[config.mk]
export PLATFORM = sky130hd
export DESIGN_NAME = pulse_sequencer
export DESIGN_NICKNAME = d
export VERILOG_FILES = /design/src/rtl/pulse_seq_pkg.sv /design/src/rtl/pulse_sequencer_loop_stack.sv /design/src/rtl/pulse_sequencer.sv
export SDC_FILE = /design/constraint.sdc
export NUM_CORES = 1
export LEC_CHECK = 0
export ABC_CLOCK_PERIOD_IN_PS = 4900
export CAP_MARGIN = 30
export CORE_MARGIN = 10
export CORE_UTILIZATION = 50
export CTS_CLUSTER_DIAMETER = 50
export DETAILED_ROUTE_END_ITERATION = 10
export GPL_ROUTABILITY_DRIVEN = 0
export PLACE_DENSITY_LB_ADDON = 0.1
export SLEW_MARGIN = 40
export SYNTH_ARGS = -nofsm -noshare
export SYNTH_HDL_FRONTEND = slang
export SYNTH_SLANG_ARGS = --single-unit
[constraint.sdc]
create_clock -name clk -period 4.9 [get_ports clk]
set_clock_uncertainty 0.15 [all_clocks]
set_input_delay 1.47 -clock clk [delete_from_list [all_inputs] [get_ports clk]]
set_output_delay 1.47 -clock clk [all_outputs]
set_load 0.1 [all_outputs]
[src/rtl/pulse_seq_pkg.sv]
// Shared opcodes, FSM states and status bit positions for pulse_sequencer.
// Optional trigger synchronizer is enabled with PULSE_SEQ_TRIG_SYNC_EN.
package pulse_seq_pkg;

  typedef enum logic [3:0] {
    OP_CONT       = 4'd0,
    OP_STOP       = 4'd1,
    OP_LOOP_START = 4'd2,
    OP_LOOP_END   = 4'd3,
    OP_WAIT_TRIG  = 4'd4,
    OP_JUMP       = 4'd5
  } opcode_e;

  typedef enum logic [2:0] {
    S_IDLE,
    S_FETCH,
    S_DECODE,
    S_HOLD,
    S_WAIT_TRIG,
    S_DONE,
    S_ERROR
  } state_e;

  localparam int ST_IDLE    = 0;
  localparam int ST_RUNNING = 1;
  localparam int ST_DONE    = 2;
  localparam int ST_WAIT    = 3;
  localparam int ST_ERROR   = 4;

endpackage

[src/rtl/pulse_sequencer_loop_stack.sv]
// LIFO of {return address, remaining count} for nested counted loops.
// Caller guarantees push only when !full and pop/dec only when !empty.
module loop_stack
  import pulse_seq_pkg::*;
#(
  parameter int AW    = 16,
  parameter int CW    = 20,
  parameter int DEPTH = 4,
  parameter int LW    = $clog2(DEPTH + 1)
) (
  input  logic          clk,
  input  logic          reset,
  input  logic          clear,
  input  logic          push,
  input  logic          pop,
  input  logic          dec,
  input  logic [AW-1:0] push_addr,
  input  logic [CW-1:0] push_cnt,
  output logic [AW-1:0] top_addr,
  output logic [CW-1:0] top_cnt,
  output logic          full,
  output logic          empty,
  output logic [LW-1:0] level
);

  logic [AW-1:0] addr_mem [DEPTH];
  logic [CW-1:0] cnt_mem  [DEPTH];

  assign full  = (level == LW'(DEPTH));
  assign empty = (level == '0);

  always_comb begin
    top_addr = '0;
    top_cnt  = '0;
    for (int i = 0; i < DEPTH; i++) begin
      if (LW'(i + 1) == level) begin
        top_addr = addr_mem[i];
        top_cnt  = cnt_mem[i];
      end
    end
  end

  always_ff @(posedge clk) begin
    if (reset || clear) begin
      level <= '0;
    end else if (push && !full) begin
      level <= level + LW'(1);
    end else if (pop && !empty) begin
      level <= level - LW'(1);
    end
  end

  // Entry storage needs no reset: only entries below level are read.
  always_ff @(posedge clk) begin
    for (int i = 0; i < DEPTH; i++) begin
      if (!reset && !clear) begin
        if (push && !full && LW'(i) == level) begin
          addr_mem[i] <= push_addr;
          cnt_mem[i]  <= push_cnt;
        end else if (dec && !empty &&
                     LW'(i + 1) == level) begin
          cnt_mem[i] <= cnt_mem[i] - CW'(1);
        end
      end
    end
  end

endmodule

[src/rtl/pulse_sequencer.sv]
// Instruction-driven pulse sequencer with nested loops and trigger waits.
// Define PULSE_SEQ_TRIG_SYNC_EN to add a 2-flop trigger synchronizer.
module pulse_sequencer
  import pulse_seq_pkg::*;
#(
  parameter int NUM_CHANNELS = 64,
  parameter int ADDR_SIZE    = 16,
  parameter int DATA_WIDTH   = 20,
  parameter int TIME_WIDTH   = 32,
  parameter int LOOP_DEPTH   = 4
) (
  input  logic                    clk,
  input  logic                    reset,
  input  logic                    run,
  input  logic                    trigger,
  input  logic [NUM_CHANNELS-1:0] flg,
  input  logic [3:0]              op_code,
  input  logic [DATA_WIDTH-1:0]   data,
  input  logic [TIME_WIDTH-1:0]   time_arg,
  output logic [NUM_CHANNELS-1:0] channels,
  output logic [4:0]              status,
  output logic [ADDR_SIZE-1:0]    mem_addr,
  output logic [$clog2(LOOP_DEPTH+1)-1:0] loop_level
);

  state_e                  state, state_d;
  logic [ADDR_SIZE-1:0]    pc, pc_d, pc_inc;
  logic [ADDR_SIZE-1:0]    mem_addr_d;
  logic [NUM_CHANNELS-1:0] chan_d;
  logic [TIME_WIDTH-1:0]   hold_cnt, cnt_d;
  logic                    push, pop, dec, clear;
  logic [ADDR_SIZE-1:0]    top_addr;
  logic [DATA_WIDTH-1:0]   top_cnt;
  logic                    full, empty;
  logic                    trig_s, trig_q, trig_edge;

`ifdef PULSE_SEQ_TRIG_SYNC_EN
  logic [1:0] trig_sync;
  always_ff @(posedge clk) begin
    if (reset) trig_sync <= '0;
    else       trig_sync <= {trig_sync[0], trigger};
  end
  assign trig_s = trig_sync[1];
`else
  assign trig_s = trigger;
`endif

  assign trig_edge = trig_s & ~trig_q;
  assign pc_inc    = pc + ADDR_SIZE'(1);

  loop_stack #(
    .AW    (ADDR_SIZE),
    .CW    (DATA_WIDTH),
    .DEPTH (LOOP_DEPTH)
  ) u_stack (
    .clk       (clk),
    .reset     (reset),
    .clear     (clear),
    .push      (push),
    .pop       (pop),
    .dec       (dec),
    .push_addr (pc_inc),
    .push_cnt  (data),
    .top_addr  (top_addr),
    .top_cnt   (top_cnt),
    .full      (full),
    .empty     (empty),
    .level     (loop_level)
  );

  always_comb begin
    state_d = state;
    pc_d    = pc;
    chan_d  = channels;
    cnt_d   = hold_cnt;
    push    = 1'b0;
    pop     = 1'b0;
    dec     = 1'b0;
    clear   = 1'b0;
    unique case (state)
      S_IDLE: begin
        pc_d = '0;
        if (run) state_d = S_FETCH;
      end
      S_FETCH: state_d = S_DECODE;
      S_DECODE: begin
        cnt_d = time_arg;
        unique case (1'b1)
          (op_code == OP_CONT): begin
            chan_d  = flg;
            pc_d    = pc_inc;
            state_d = (time_arg == '0) ? S_FETCH : S_HOLD;
          end
          (op_code == OP_STOP): state_d = S_DONE;
          (op_code == OP_LOOP_START): begin
            if (full) begin
              state_d = S_ERROR;
            end else begin
              push    = 1'b1;
              chan_d  = flg;
              pc_d    = pc_inc;
              state_d = (time_arg == '0) ? S_FETCH : S_HOLD;
            end
          end
          (op_code == OP_LOOP_END): begin
            if (empty) begin
              state_d = S_ERROR;
            end else begin
              chan_d  = flg;
              state_d = (time_arg == '0) ? S_FETCH : S_HOLD;
              if (top_cnt == '0) begin
                pop  = 1'b1;
                pc_d = pc_inc;
              end else begin
                dec  = 1'b1;
                pc_d = top_addr;
              end
            end
          end
          (op_code == OP_WAIT_TRIG): begin
            chan_d  = flg;
            pc_d    = pc_inc;
            state_d = S_WAIT_TRIG;
          end
          (op_code == OP_JUMP): begin
            pc_d    = data[ADDR_SIZE-1:0];
            state_d = (time_arg == '0) ? S_FETCH : S_HOLD;
          end
          default: state_d = S_ERROR;
        endcase
      end
      S_HOLD: begin
        if (hold_cnt <= TIME_WIDTH'(1)) state_d = S_FETCH;
        else cnt_d = hold_cnt - TIME_WIDTH'(1);
      end
      S_WAIT_TRIG: begin
        if (trig_edge)
          state_d = (hold_cnt == '0) ? S_FETCH : S_HOLD;
      end
      S_DONE:  state_d = S_DONE;
      S_ERROR: state_d = S_ERROR;
      default: state_d = S_ERROR;
    endcase
    // Abort wins over anything decoded this cycle.
    if (!run && state != S_IDLE) begin
      state_d = S_IDLE;
      pc_d    = '0;
      chan_d  = channels;
      push    = 1'b0;
      pop     = 1'b0;
      dec     = 1'b0;
      clear   = 1'b1;
    end
  end

  always_comb begin
    mem_addr_d = mem_addr;
    if (state_d == S_FETCH)     mem_addr_d = pc_d;
    else if (state_d == S_IDLE) mem_addr_d = '0;
  end

  always_ff @(posedge clk) begin
    if (reset) begin
      state    <= S_IDLE;
      pc       <= '0;
      mem_addr <= '0;
      channels <= '0;
      hold_cnt <= '0;
      trig_q   <= 1'b0;
    end else begin
      state    <= state_d;
      pc       <= pc_d;
      mem_addr <= mem_addr_d;
      channels <= chan_d;
      hold_cnt <= cnt_d;
      trig_q   <= trig_s;
    end
  end

  always_comb begin
    status = '0;
    unique case (state)
      S_IDLE:      status[ST_IDLE]    = 1'b1;
      S_FETCH,
      S_DECODE,
      S_HOLD:      status[ST_RUNNING] = 1'b1;
      S_WAIT_TRIG: status[ST_WAIT]    = 1'b1;
      S_DONE:      status[ST_DONE]    = 1'b1;
      S_ERROR:     status[ST_ERROR]   = 1'b1;
      default:     status             = '0;
    endcase
  end

endmodule

==> results of run 1 <==
==> where the power goes <==
| group | internal [mW] | switching (mW) | leakage (nW) |
|---|---|---|---|
| Clock | 1.71 | 1.02 | 0.615 |
| Sequential | 2.49 | 0.0524 | 2.39 |
| Combinational | 0.279 | 0.502 | 3.29 |
| Total | 4.49 | 1.58 | 6.29 |
==> worst reg2reg max path, stage by stage, from the launching register on <==
cell and delay [ns]:
dfxtp_1 0.49, inv_1 0.15, ha_1 0.36, and2_1 0.23, buf_4 0.23, nor3b_1 0.47
and2_1 0.30, nand2_1 0.22, nor2_1 0.17, or2_1 0.12, buf_4 0.27
==> Yosys cell counts (all sizes together), types with 6 or more instances <==
| library cell | number | area share (%) |
|---|---|---|
| dfxtp | 135 | 19 |
| and2 | 8 | 0.35 |
| nand4 | 12 | 0.53 |
| nand3 | 14 | 0.50 |
| o21a | 12 | 0.64 |
| edfxtp | 144 | 31 |
| a22o | 12 | 0.74 |
| nand2b | 12 | 0.53 |
| a21boi | 9 | 0.48 |
| a22oi | 19 | 1.0 |
| a21oi | 118 | 4.2 |
| o221ai | 6 | 0.37 |
| xor2 | 37 | 2.3 |
| a221o | 9 | 0.64 |
| a2bb2oi | 6 | 0.37 |
| o31a | 8 | 0.50 |
| or2 | 10 | 0.44 |
| nor3 | 38 | 1.4 |
| nand2 | 289 | 7.7 |
| a211oi | 17 | 0.90 |
| and3 | 7 | 0.31 |
| o31ai | 13 | 0.79 |
| ha | 13 | 1.2 |
| o21ai | 127 | 4.5 |
| or4 | 12 | 0.72 |
| xnor2 | 46 | 2.9 |
| nor4 | 36 | 1.8 |
| or3 | 13 | 0.58 |
| a221oi | 22 | 1.4 |
| clkbuf | 80 | 2.1 |
| o22ai | 13 | 0.58 |
| buf | 20 | 0.76 |
| o211ai | 8 | 0.53 |
| nor3b | 11 | 0.58 |
| nor2 | 119 | 3.2 |
| nor2b | 6 | 0.27 |
| inv | 24 | 0.64 |
==> worst paths after layout <==
check | from | to | slack [ns] | cells past startpoint
setup / recovery | op_code[1] | u_stack.cnt_mem[2][0]$_DFFE_PP_ | 0.67 | 7
hold / removal | channels[3]$_SDFFE_PP0P_ | channels[3]$_SDFFE_PP0P_ | 0.30 | 2
setup reg to reg | u_stack.level[0]$_SDFFE_PN0P_ | u_stack.cnt_mem[2][14]$_DFFE_PP_ | 1.40 | 10
hold reg to reg | channels[3]$_SDFFE_PP0P_ | channels[3]$_SDFFE_PP0P_ | 0.30 | 2
==> flip-flops by register name (all words and copies together) (netlist names) <==
signal,flops
u_stack.cnt_mem,80
channels,64
u_stack.addr_mem,64
hold_cnt,32
mem_addr,16
pc,16
state,3
u_stack.level,3
trig_q,1
==> per-layer routing <==
metal	global-route usage, %	vias to the layer above	share of wire [%]
li1	-	6021	-
met1	30.1	5914	42
met2	36.3	543	45
met3	7.44	88	10
met4	7.91	4	3.0
met5	0	-	0.074
==> final cells by class <==
| cell class | instances | area share [%] |
|---|---|---|
| Antenna cell | 1 | 0.0143 |
| Clock buffer | 51 | 6.21 |
| Tap cell | 378 | 2.71 |
| Multi-Input combinational cell | 1145 | 38.2 |
| Inverter | 25 | 0.538 |
| Clock inverter | 15 | 0.975 |
| Sequential cell | 279 | 40.3 |
| Timing Repair Buffer | 241 | 11.1 |
==> through the flow <==
stage          cells  utilization (%)
2_1_floorplan   1549                -
3_3_place_gp    2068             59.5
3_5_place_dp    2068             58.1
4_1_cts         2134             62.6
5_1_grt         2134             62.6
6_report        2135             62.6
==> cell families after synthesis <==
family	Yosys count	synth area share [%]
flip-flops	279	49.7
multiplexers	5	0.398
AND/OR/NAND/NOR	604	19.9
AO/OA/AOI/OAI	440	20.1
adder cells (fa/ha/maj)	13	1.15
buffers and inverters	125	3.55
XOR/XNOR	83	5.14
==> impl_metrics.toml, run 1 <==
[timing]
whs_ns = 0.298
max_freq_mhz = 236
finalHoldViolCount = 0
period_share_pct = 86.3
finalSetupTns_ns = 0
worstMarginPinSlew_ns = 0.821
finalCriticalPeriod_ns = 4.23
setup_viol = 0
slew_headroom_pct = 45.1
rsz0062_at_grt = "no"
timing.final.ws_setup_ns = 0.670
slew_violations = 0

[global_routing]
grt_pass1_wl_mm = 67.1
antenna_found_initial = 3
grt_overflow = 0
grt_max_degree = 98
grt_pass1_vias = 12097
grtUsageTotal_pct = 23.4

[clock_tree]
postCtsHoldBufs = 0
clkSlewWorstSetupHoldPaths_ns = 0.05
cts_max_path_buffers = 3
clk_latency_ns = 0.51
post_cts_buffers = 0
clockRootBuffer = "clkbuf_16"
cts_sinks = 279
cts_resized = 0
cts_buffers = 38
cts_tree = "done"
cts_htree_levels = 2

[routing]
vias = 12570
wl_per_cell_um = 20.2
viasPerCell = 5.89
drt_first_pass_iters = 6
drt-total-wl_mm = 43.1
antenna_left = 0
route.detailed.drc = 0
drtIter0Drc = 1296

[hold_path]
hp-class = "register to register"

[critical_path]
path_cells = "clkdlybuf4s50_1 > nor3b_1 > nand3_1 > nor4_2 > o2111a_1 > buf_12 > mux2_4"
slowest_delay_ns = 0.61
crit_path_start_kind = "input pin"
crit_family = "simple AND/OR/NAND/NOR gates"
worstSetupEndpointType = "register"
crit_type = "input pin to register"
worstPathArrival_ns = 4.34
cp_max_fo = 38
cp_slowest_cell = "clkdlybuf4s50_1"
critPathRequiredTime_ns = 5.01
path_buf_inv = 2

[synthesis]
synth_cell_type_count = 82
yosys_register_bits = 279
yosysWarnings = 0
syn_inst = 1549
syn_nets = 1686
synth_edf_count = 144
async_reset_ff_share_pct = 0
synth_ff_type = "edfxtp_1"
avgSynthCellArea_sq_um = 9.12
synth.cell_area_sq_um = 14100
synth-seq-area-share_pct = 49.7

[placement]
hpwlAfterDp_mm = 29.9
postPlaceCellArea_sq_um = 16200
port-buffer-count = 211
dpl_worst_slack_ns = 0.211

[floorplanning]
start_util_pct = 50.7
die-width_um = 188
fp-row-count = 61
ios = 212
coreArea_sq_um = 27900
die_area_sq_um = 35400
die_h_um = 188

[final_layout]
design_area_sq_um = 17400
synthToLayoutAreaGrowth_pct = 23.5
fillers = 2373
nNetsFinal = 1867
multi_input_area_sq_um = 6670
drive_gt1_share_pct = 12.1
final_cell_mix = "nand2_1 (289), edfxtp_1 (144), dfxtp_1 (135)"
seq_area_sq_um = 7030
layout_commonest_cell = "nand2_1"

[power]
pwr_density_cell_nw_per_um2 = 347
ir_worst_vdd_uv = 273
p_leak_nw = 6.29
finalPower_mw = 6.06

[run]
max_cap_viol_count = 0

[outcome]
outcome = "finished clean"
Note: power is estimated with default switching activity, not from simulation.
==> run 2, diff against run 1 <==
--- a/config.mk
+++ b/config.mk
@@ -9,7 +9,7 @@
 export CAP_MARGIN = 30
 export CORE_MARGIN = 10
 export CORE_UTILIZATION = 50
-export CTS_CLUSTER_DIAMETER = 50
+export CTS_BUF_LIST = sky130_fd_sc_hd__clkbuf_4 sky130_fd_sc_hd__clkbuf_8 sky130_fd_sc_hd__clkbuf_16
 export DETAILED_ROUTE_END_ITERATION = 10
 export GPL_ROUTABILITY_DRIVEN = 0
 export PLACE_DENSITY_LB_ADDON = 0.1
==> run 2 against run 1 <==
Net effect: worst hold slack hardly changed; first-iteration DRC count decreased by 1.9%; power shrank 2.5%; final area decreased by 0.44%; clock-buffer cell count unchanged; critical endpoint unchanged; register-to-register slack about the same; die area did not move; flip-flop and latch count is the same; largest cell class unchanged; clock power fell by 5%; via count fell by 1.3%; global-route usage about the same; sequential share of layout area grew 0.18 points.
==> impl_metrics.toml, run 2 (synthesized netlist as in run 1, its figures left out) <==
[outcome]
outcome = "finished clean"

[timing]
finalSetupTns_ns = 0
max_freq_mhz = 235
period_share_pct = 86.7
whs_ns = 0.299
worstMarginPinSlew_ns = 0.795
setup_viol = 0
finalCriticalPeriod_ns = 4.25
timing.final.ws_setup_ns = 0.651
rsz0062_at_grt = "no"
slew_violations = 0
slew_headroom_pct = 46.5
finalHoldViolCount = 0

[critical_path]
path_buf_inv = 2
path_cells = "clkdlybuf4s50_1 > nor3b_1 > nand3_1 > nor4_2 > o2111a_1 > buf_12 > mux2_4"
worstSetupEndpointType = "register"
cp_max_fo = 38
crit_type = "input pin to register"
crit_family = "simple AND/OR/NAND/NOR gates"
critPathRequiredTime_ns = 5.01
cp_slowest_cell = "clkdlybuf4s50_1"
slowest_delay_ns = 0.61
crit_path_start_kind = "input pin"
worstPathArrival_ns = 4.36

[final_layout]
regMostFlops = "u_stack.cnt_mem"
nNetsFinal = 1863
final_cell_mix = "nand2_1 (289), edfxtp_1 (144), dfxtp_1 (135)"
drive_gt1_share_pct = 12.3
stdcell_count = 2132
fillers = 2359
reg_top3 = "u_stack.cnt_mem (80), channels (64), u_stack.addr_mem (64)"
largest_register_ff_count = 80
synthToLayoutAreaGrowth_pct = 22.9
layout_commonest_cell = "nand2_1"

[global_routing]
grt_pass1_vias = 12137
grt_overflow = 0
grtUsageTotal_pct = 23.3
antenna_found_initial = 2
grt_pass1_wl_mm = 67.3
grt_max_degree = 98

[placement]
dpl_worst_slack_ns = 0.211
dp_cells = 2068
hpwlAfterDp_mm = 29.9
port-buffer-count = 211

[floorplanning]
die_h_um = 188
coreArea_sq_um = 27900
ios = 212
die-width_um = 188
fp-row-count = 61
start_util_pct = 50.7
die_area_sq_um = 35400

[hold_path]
hp-class = "register to register"

[clock_tree]
post_cts_buffers = 0
postCtsHoldBufs = 0
cts_sinks = 279
cts_resized = 0
cts_tree = "done"
clkSlewWorstSetupHoldPaths_ns = 0.06
clockRootBuffer = "clkbuf_16"
cts_max_path_buffers = 3
cts_htree_levels = 2
clk_latency_ns = 0.51
cts_buffers = 34

[routing]
drt_first_pass_iters = 6
drtIter0Drc = 1272
wl_per_cell_um = 20.2
vias = 12408
antenna_left = 0
drt-total-wl_mm = 43.0
viasPerCell = 5.82
route.detailed.drc = 0

[power]
pwr_density_cell_nw_per_um2 = 340
p_leak_nw = 6.26
finalPower_mw = 5.91
ir_worst_vdd_uv = 295

[run]
max_cap_viol_count = 0
run 2: power by group:
group	switching (mW)	leakage, nW	internal (mW)
combinational	0.501	3.29	0.279
clock	0.978	0.587	1.61
sequential	0.0523	2.39	2.49
total	1.53	6.26	4.38
run 2: path summary, 6_finish.rpt:
| check | startpoint | to | slack (ns) | cells after the start |
|---|---|---|---|---|
| max | op_code[1] | u_stack.cnt_mem[2][0]$_DFFE_PP_ | 0.65 | 7 |
| max reg2reg | u_stack.level[2]$_SDFFE_PN0P_ | u_stack.cnt_mem[2][0]$_DFFE_PP_ | 1.40 | 8 |
| min reg2reg | channels[3]$_SDFFE_PP0P_ | channels[3]$_SDFFE_PP0P_ | 0.30 | 2 |
| min | channels[3]$_SDFFE_PP0P_ | channels[3]$_SDFFE_PP0P_ | 0.30 | 2 |
run 2: worst min-delay path, stage by stage (launching register included):
cell     delay [ns]
dfxtp_1        0.30
nand2_1        0.05
a21oi_1        0.05
run 2: layer usage:
metal	vias up	GRT usage [%]	routed length, um
met5	-	0	18
met4	2	7.42	1080
met3	79	7.20	4190
met2	489	36.8	19500
met1	5830	29.9	18200
li1	6008	-	-
run 2: area by class of cell:
cell class | instances | area [sq um] | area share [%]
sequential | 279 | 7030 | 40.4
multi-input combinational | 1145 | 6670 | 38.4
timing repair buffer | 241 | 1930 | 11.1
clock buffer | 51 | 1060 | 6.11
tap | 378 | 473 | 2.72
clock inverter | 11 | 114 | 0.655
inverter | 25 | 93.8 | 0.540
antenna | 2 | 5.00 | 0.0288
run 2: per-stage QoR:
stage	util, %	area (sq um)
4_1_cts	62.3	17400
3_3_place_gp	59.5	16600
3_5_place_dp	58.1	16200
5_1_grt	62.3	17400
6_report	62.4	17400
2_1_floorplan	-	14100
==> run 3, diff against run 2 <==
==> constraint.sdc (replaced) <==
create_clock -name clk -period 4.9 [get_ports clk]
set_clock_uncertainty 0.15 [all_clocks]
set_input_delay 1.225 -clock clk [delete_from_list [all_inputs] [get_ports clk]]
set_output_delay 1.225 -clock clk [all_outputs]
set_load 0.1 [all_outputs]
==> run 3 against run 2 <==
Net effect: flip-flop and latch count did not move; critical path depth rose by 1; first-iteration DRC count rose by 2.3%; global-route usage rose by 0.19 points; critical endpoint is now mem_addr[1]$_SDFFE_PP0P_; largest cell class unchanged.
==> impl_metrics.toml, run 3 (synthesized netlist as in run 1, its figures left out) <==
[outcome]
outcome = "finished clean"

[global_routing]
grtUsageTotal_pct = 23.5
grtUsageMet1_pct = 29.2
grt_pass1_wl_mm = 68.2
antenna_found_initial = 1
use_met3_pct = 7.03
gr-max-usage-layer = "met2"
met2_usage_pct = 39.2
grt_pass1_vias = 12253
grt_max_degree = 98
grt_overflow = 0

[final_layout]
stdcell_count = 2131
fillers = 2376
regMostFlops = "u_stack.cnt_mem"
largest_register_ff_count = 80
seq_area_sq_um = 7030
final_cell_mix = "nand2_1 (289), edfxtp_1 (144), dfxtp_1 (135)"
layout_commonest_cell = "nand2_1"
multi_input_area_sq_um = 6670
fin_util_pct = 62.1
reg_top3 = "u_stack.cnt_mem (80), channels (64), u_stack.addr_mem (64)"
synthToLayoutAreaGrowth_pct = 22.4
drive_gt1_share_pct = 12.1
nNetsFinal = 1863

[timing]
slew_violations = 0
max_freq_mhz = 248
finalCriticalPeriod_ns = 4.03
period_share_pct = 82.2
finalHoldViolCount = 0
whs_ns = 0.302
worstMarginPinSlew_ns = 0.771
rsz0062_at_grt = "no"
finalSetupTns_ns = 0
slew_headroom_pct = 48.1
setup_viol = 0

[routing]
vias = 12419
drt-total-wl_mm = 43.2
drtIter0Drc = 1301
viasPerCell = 5.83
antenna_left = 0
wl_per_cell_um = 20.3
route.detailed.drc = 0
drt_first_pass_iters = 6

[placement]
port-buffer-count = 211
hpwlAfterDp_mm = 30.2
dp_cells = 2071

[critical_path]
timing.rr.start = "u_stack.cnt_mem[0][0]$_DFFE_PP_"
cp_max_fo = 15
critPathRequiredTime_ns = 5.23
worstSetupEndpointType = "register"
crit_type = "input pin to register"
worstPathArrival_ns = 4.35
crit_path_start_kind = "input pin"
critPathLaunch = "op_code[1]"

[clock_tree]
cts_buffers = 31
clk_latency_ns = 0.58
cts_resized = 0
clkSlewWorstSetupHoldPaths_ns = 0.07
post_cts_buffers = 0
clockRootBuffer = "clkbuf_16"
cts_htree_levels = 1
cts_max_path_buffers = 3
postCtsHoldBufs = 0
cts_tree = "done"
cts_sinks = 279

[hold_path]
worstHoldStart = "channels[17]$_SDFFE_PP0P_"
hp-class = "register to register"

[floorplanning]
die_area_sq_um = 35400
fp-row-count = 61
start_util_pct = 50.7
ios = 212
die-width_um = 188
coreArea_sq_um = 27900
die_h_um = 188

[run]
max_cap_viol_count = 0

[power]
ir_worst_vdd_uv = 223
p_leak_nw = 6.22
finalPower_mw = 5.80
pwr_density_cell_nw_per_um2 = 335
## run 3: cell types whose count changed in the layout (fill, tap and decap cells not counted), sizes merged
| cell | before | now |
|---|---|---|
| clkinvlp | 2 | 3 |
| clkbuf | 51 | 34 |
| clkinv | 7 | 15 |
| buf | 119 | 122 |
| bufinv | 2 | 6 |
## run 3: layer usage
layer / share of wire (%) / vias to the layer above
met1: 41 / 5851
met4: 2.5 / 0
li1: - / 6006
met3: 9.5 / 80
met2: 47 / 482
met5: 0 / -
## run 3: final timing paths
path | end | slack [ns] | cells past startpoint
hold reg to reg | channels[17]$_SDFFE_PP0P_ | 0.30 | 2
hold / removal | channels[17]$_SDFFE_PP0P_ | 0.30 | 2
setup reg to reg | u_stack.cnt_mem[3][5]$_DFFE_PP_ | 1.37 | 8
setup / recovery | mem_addr[1]$_SDFFE_PP0P_ | 0.87 | 8
## run 3: metrics by stage
| step | setup slack (ns) | area (sq um) |
|---|---|---|
| after global routing | 0.641 | 17300 |
| after detailed placement | 0.391 | 16200 |
| after CTS | 0.977 | 17300 |
| after floorplan | 0.137 | 14100 |
| final | 0.873 | 17300 |
| after global placement | 0.475 | 16600 |
## run 3: cell type report
| cell class | count | area share, % |
|---|---|---|
| antenna | 2 | 0.0289 |
| multi-input combinational | 1145 | 38.6 |
| inverter | 25 | 0.543 |
| tap | 378 | 2.73 |
| sequential | 279 | 40.6 |
| clock inverter | 24 | 1.64 |
| clock buffer | 34 | 4.65 |
| timing repair buffer | 244 | 11.2 |
## run 3: critical path, cell delays in order
cell and delay (ns):
clkdlybuf4s50_1 0.60, nor3b_1 0.53, and3_1 0.64, nor2_1 0.10
o311a_1 0.34, and4_1 0.37, a32o_1 0.33, a31o_2 0.21
## run 3: report_power, final
part           internal (mW)  total, mW  switching [mW]  leakage (nW)
Clock                   1.50       2.48           0.981         0.534
Combinational          0.278      0.776           0.498          3.30
Sequential              2.49       2.54          0.0516          2.39
